`src/rtl/rv_regfile_sb.sv`:
```
`default_nettype none
// ============================================================================
// Module   : rv_regfile_sb
// Brief    : Multi-port integer register file, x0 hardwired, with bypass and
//            a load-pending scoreboard for decode hazard stalls.
// Revision : 1.0
// ============================================================================
module rv_regfile_sb #(
    parameter  int XLEN = 32,
    parameter  int NREG = 32,
    parameter  int NRD  = 2,
    localparam int AW   = $clog2(NREG)
) (
    input  logic                clk,
    input  logic                rstb,
    input  logic [NRD-1:0]      rd_en,
    input  logic [NRD*AW-1:0]   rd_addr,
    output logic [NRD*XLEN-1:0] rd_data,
    output logic [NRD-1:0]      rd_busy,
    input  logic                wr_en,
    input  logic [AW-1:0]       wr_addr,
    input  logic [XLEN-1:0]     wr_data,
    input  logic                sb_set,
    input  logic [AW-1:0]       sb_addr,
    input  logic                flush,
    output logic                pending_any
);

    logic [XLEN-1:0] regs_q [NREG];
    logic [NREG-1:0] pend_q;
    logic [NREG-1:0] pend_d;
    logic            pany_q;
    logic            wr_live;

    assign wr_live = wr_en && (wr_addr != '0);

    // Set is applied after clear so a newly issued load wins over a retiring one.
    always_comb begin
        pend_d = pend_q;
        if (flush) begin
            pend_d = '0;
        end else begin
            if (wr_live)
                pend_d[wr_addr] = 1'b0;
            if (sb_set && (sb_addr != '0))
                pend_d[sb_addr] = 1'b1;
        end
        pend_d[0] = 1'b0;
    end

    always_ff @(posedge clk or negedge rstb) begin
        if (!rstb) begin
            pend_q <= '0;
            pany_q <= 1'b0;
        end else begin
            pend_q <= pend_d;
            pany_q <= |pend_d;
        end
    end

    always_ff @(posedge clk or negedge rstb) begin
        if (!rstb) begin
            for (int r = 0; r < NREG; r++)
                regs_q[r] <= '0;
        end else if (wr_live) begin
            regs_q[wr_addr] <= wr_data;
        end
    end

    assign pending_any = pany_q;

    generate
        for (genvar i = 0; i < NRD; i++) begin : g_rd
            logic [AW-1:0]   addr;
            logic [XLEN-1:0] data_q;
            logic            hit;

            assign addr = rd_addr[i*AW +: AW];
            assign hit  = wr_live && (wr_addr == addr);

            always_ff @(posedge clk or negedge rstb) begin
                if (!rstb) begin
                    data_q <= '0;
                end else if (rd_en[i]) begin
                    if (addr == '0)
                        data_q <= '0;
                    else if (hit)
                        data_q <= wr_data;
                    else
                        data_q <= regs_q[addr];
                end
            end

            assign rd_data[i*XLEN +: XLEN] = data_q;
            assign rd_busy[i] = rd_en[i] && (addr != '0) && pend_q[addr] && !hit;
        end
    endgenerate

endmodule
`default_nettype wire

```
`config.mk`:
```
export PLATFORM = sky130hd
export DESIGN_NAME = rv_regfile_sb
export DESIGN_NICKNAME = d
export VERILOG_FILES = /design/src/rtl/rv_regfile_sb.sv
export SDC_FILE = /design/constraint.sdc
export NUM_CORES = 2
export LEC_CHECK = 0
export CAP_MARGIN = 5
export CORE_MARGIN = 8
export CORE_UTILIZATION = 57
export CTS_BUF_LIST = sky130_fd_sc_hd__clkbuf_16
export DETAILED_ROUTE_END_ITERATION = 12
export PLACE_DENSITY_LB_ADDON = 0.05
export RECOVER_POWER = 100
export SLEW_MARGIN = 40
export SYNTH_ARGS = -nofsm -noshare
export SYNTH_HDL_FRONTEND = slang
export SYNTH_SLANG_ARGS = --single-unit
```
`constraint.sdc`:
```
create_clock -name clk -period 4.9 [get_ports clk]
set_input_delay 1.47 -clock clk [delete_from_list [all_inputs] [get_ports clk]]
set_output_delay 1.47 -clock clk [all_outputs]
set_load 0.02 [all_outputs]
```
; Word-level counts from Yosys, hierarchy flattened
; Cells that the tools add are included.
[classes]
magnitude_cmp = 10
n_mux = 25
bitwise_logic = 6
eq_ne = 2
reduce_logical = 22
[ops]
columns = operator, n
row1 = $bwmux W1024, 1
row2 = $mux W32, 13
row3 = $bmux W32 S5, 2
row4 = $demux W32 S5, 1
row5 = $and A32 B32 Y32, 1
row6 = $not A32 Y32, 1
row7 = $or A32 B32 Y32, 1
row8 = $reduce_or A31 Y1, 1
row9 = $lt A5 B6 Y1 const B, 4
row10 = $reduce_bool A5 Y1, 4
row11 = $ge A6 B6 Y1 const B, 3
row12 = $not A5 Y6, 3
row13 = $logic_and A1 B1 Y1, 13
row14 = $bmux W1 S5, 2
row15 = $demux W1 S5, 2
row16 = $eq A5 B5 Y1, 2
row17 = $ge A5 B1 Y1 const B, 2
row18 = $logic_not A5 Y1, 2
row19 = $lt A6 B1 Y1 const B, 1
row20 = $mux W1, 4
row21 = $logic_not A1 Y1, 2
[totals]
out_inout_bits = 67
elab_cells = 101
input_bits = 59
reg_bits = 1120

; Longest topological paths before layout
[depth]
word_depth = 12
ltp_mapped = 11
depth_no_buf = 6

; Worst setup path before layout
; No wires, ideal clock.
[synth_timing]
kind = input -> output
startpoint = input rd_addr[0]
endpoint = output rd_busy[0]
arrival_time_ns = 3.383
t_required_ns = 3.430
path_stages = 8
path_buffers = 4
path_slack_ns = 0.047
path_cell_list = buf_2 -> buf_4 -> buf_4 -> buf_4 -> mux4_2 -> mux4_2 -> mux2i_1 -> nor2_1
[synth_via]
elab_chain_len = 4
elab_cells_between_ends = 9
cone_classes = eq/ne: 1 / mux: 2 / reduce/logical: 6
[synth_rtl]
columns = item, line
row1 = from (decl), 17  ; input logic [NRD*AW-1:0] rd_addr,
row2 = "$bmux W1 S5, or another cell as far along", 95  ; assign rd_busy[i] = rd_en[i] && (addr != '0) && pend_q[addr] && !hit;
row3 = "$mux W1 (not written as such), or another cell as far along", 95
row4 = $logic_and A1 B1 Y1 / $logic_not A1 Y1 (equally long branches), 95
row5 = $logic_and A1 B1 Y1 (*), 95
row6 = to (decl), 19  ; output logic [NRD-1:0] rd_busy,
; Every way passes the cells marked *; elsewhere a longest branch is shown, timed or not. The select of a mux whose other input is x is not followed.

; Worst setup path after layout
[layout_timing]
startpoint = input wr_addr[4]
endpoint = register regs_q[874] in the netlist's numbering
[layout_via]
elab_chain_len = 6
elab_cells_between_ends = 9
cone_classes = order compare: 2 / mux: 3 / bitwise: 1 / reduce/logical: 3
[layout_rtl]
columns = item, line
row1 = from (decl), 21  ; input logic [AW-1:0] wr_addr,
row2 = $not A5 Y6 (not written as such), 66  ; regs_q[wr_addr] <= wr_data;
row3 = $ge A6 B6 Y1 (not written as such) / $lt A6 B1 Y1 (equally long branches), 66
row4 = $logic_and A1 B1 Y1 (not written as such), 66
row5 = $mux W32 (not written as such), 66
row6 = $demux W32 S5, 66
row7 = $bwmux W1024, 66
row8 = "to (signal, indexed assignment)", 66
row9 = to (decl), 29  ; logic [XLEN-1:0] regs_q [NREG];
; Several ways; a longest one is shown, not always the timed one.
; A chain may end at the register's enable or synchronous reset.

==> results.json <==
{
  "status": "complete, but fails checks",
  "violations": "max-capacitance violations, max-slew violations",
  "setup_violations": 0,
  "final_cell_mix": "dfrtp_1 (1120), mux2_2 (1024), mux4_2 (555)",
  "grt_pass1_vias": 40000,
  "wl_um": 187000,
  "first_pass_iters": 7,
  "slew_viol_final": 1304,
  "hold_viol": 0,
  "final_area_um2": 64900,
  "slew-limit-headroom": -0.851,
  "grt_max_degree": 98,
  "die_area_um2": 113000,
  "grt_first_pass_wirelength_um": 276000,
  "whs_ns": 0.395,
  "grt_use_total": 0.334,
  "core-area_um2": 102000,
  "holdCritPathClass": "reg2reg",
  "floorplan.initialDensity": 0.575,
  "finalNetCount": 3852,
  "ios": 126,
  "whs_path_depth": 0,
  "cts.sinks": 1120,
  "skew_ns": 0.0203,
  "grt_overflow_total": 0,
  "cts-root-buf": "clkbuf_16",
  "drcViolationCount": 0,
  "cpPeakStageDelay_ns": 1.54,
  "r2r-start": "regs_q[284]",
  "rr_worst_depth": 5,
  "cap_violations": 34,
  "drtAntennaViolNets": 0,
  "max_slew.worst_pin.slew_ns": 2.78,
  "cp_slowest_cell": "clkbuf_2",
  "hp-start": "regs_q[1003]",
  "wl_per_cell_um": 35.6,
  "rsz0062_at_grt": "false",
  "p_per_area_nw_per_um2": 413,
  "cts_setup_buffers": 0,
  "cp_cell_sequence": "clkdlybuf4s50_1 -> buf_4 -> clkbuf_1 -> and4bb_1 -> nand2_1 -> clkbuf_2 -> mux2_2",
  "htreeDepth": 4,
  "leakagePower_nw": 27.9,
  "synthDistinctLibCells": 57,
  "antenna_found_initial": 12,
  "ys_seq_area_frac": 0.478,
  "rows": 117,
  "syn_avg_cell_area_um2": 15.3,
  "min_to": "regs_q[1003]",
  "fin_crit_sh": 0.999,
  "gp_congestion": 0.900,
  "cts_buffers": 130,
  "max_freq_mhz": 204,
  "clockBufferDepth": 3,
  "fp.dieH_um": 337,
  "yosysWarnings": 0,
  "ys_ff_latch": 1120,
  "cts_resized": 2,
  "netlist_instances": 3832,
  "final_common_cell": "dfrtp_1",
  "vias": 37700,
  "drive_above_1_share": 0.495,
  "drt_iter0_markers": 3644,
  "worstSetupEndpointType": "flop",
  "finalCriticalPeriod_ns": 4.89,
  "peakVddDrop_mv": 0.245,
  "ys_async_sr_fraction": 1.00,
  "hold_buffers": 0,
  "die_w_um": 337,
  "crit_arrival_ns": 5.49,
  "dpl_cell_area_um2": 61600,
  "crit_type": "in2reg",
  "cts_tree": "yes",
  "reg2reg_slack_ns": 3.02,
  "clk_latency_ns": 0.73,
  "tns_ns": 0,
  "cp_max_fo": 32,
  "area_growth_pct": 10.7,
  "dp_hpwl_um": 97000,
  "cp-start-kind": "primary input",
  "io_buffers": 125,
  "crit_required_ns": 5.50,
  "fin_util": 0.637,
  "vias_per_cell": 7.17,
  "ys.flop_type": "dfrtp_1",
  "clk_pin_slew_ns": 0.05,
  "mappedNetlistArea_um2": 58600,
  "synth.net_count": 3891,
  "synth_edf_count": 0,
  "r2r_end": "g_rd[1].data_q[28]"
}
==> metrics by stage <==
step | cells | power (mW) | worst slack [ns]
floorplan | 3832 | 16.0 | 0.0470
global placement | 5022 | 17.4 | -0.124
detailed placement | 5028 | 17.8 | -0.157
CTS | 5258 | 26.9 | 0.0292
global route | 5262 | 27.8 | 0.0360
finish | 5265 | 26.8 | 0.00719
==> per-layer routing <==
layer  vias to the layer above  track usage  wire, um
met5                         -            0         0
met4                         0        0.142      8940
met3                       539       0.0769     17100
met2                      1960        0.521     87600
met1                     20500        0.454     73600
li1                      14800            -         -
==> synth_stat cells (26+ instances only) <==
library cell  instances  area share
clkbuf_1            317       0.020
mux4_2              555        0.21
a21oi_1              98      0.0084
o211ai_1             31      0.0040
dfrtp_1            1120        0.48
nor2b_1              80      0.0085
a211oi_1             34      0.0044
nand2b_1             34      0.0036
buf_1                52      0.0033
mux2_2             1025        0.20
mux2i_1             109       0.019
nor2_1               53      0.0034
buf_2                60      0.0051
nand2_1              26      0.0017
a221o_1              33      0.0056
o22ai_1              67      0.0072
==> worst max path at each step <==
stage / startpoint / to / cells after the start
floorplan: rd_addr[0] / rd_busy[0] / 8
global placement: wr_addr[4] / rd_busy[0] / 7
detailed placement: wr_addr[4] / rd_busy[0] / 7
CTS: wr_addr[4] / rd_busy[1] / 9
global route: wr_addr[4] / regs_q[874] / 7
finish: wr_addr[4] / regs_q[874] / 7
==> where the power goes <==
group / internal [mW] / switching, mW
logic: 3.27 / 2.14
clock network: 5.25 / 3.87
registers: 11.0 / 1.28
total: 19.5 / 7.29
==> kinds of logic (layout without fill, tap and decap cells) <==
kind of cell | after synthesis | after routing | share of synthesized area
XOR/XNOR | 10 | 10 | 0.00149
other | 0 | 6 | 0
flip-flops | 1120 | 1120 | 0.478
AND/OR/NAND/NOR | 260 | 260 | 0.0252
buffers and inverters | 452 | 511 | 0.0308
AO/OA/AOI/OAI | 301 | 301 | 0.0352
multiplexers | 1689 | 1689 | 0.429
==> sequential cells by signal, indices dropped and copies added, names as in the netlist <==
register     cells
regs_q        1024
g_rd.data_q     64
pend_q          31
pending_any      1
==> cell type report <==
class / count / area [um2]
Fill cell: 7397 / 37000
Multi-Input combinational cell: 2260 / 28800
Sequential cell: 1120 / 28000
Clock buffer: 136 / 3400
Timing Repair Buffer: 265 / 2300
Tap cell: 1368 / 1710
Clock inverter: 94 / 546
Inverter: 16 / 60.1
Antenna cell: 6 / 15.0
==> worst max-delay path, delay by kind of cell <==
family	cells	cell delay, ns
buf+inv	4	2.95
mux	1	0.46
simple gates	2	0.53
Note: power is estimated with default switching activity, not from simulation.
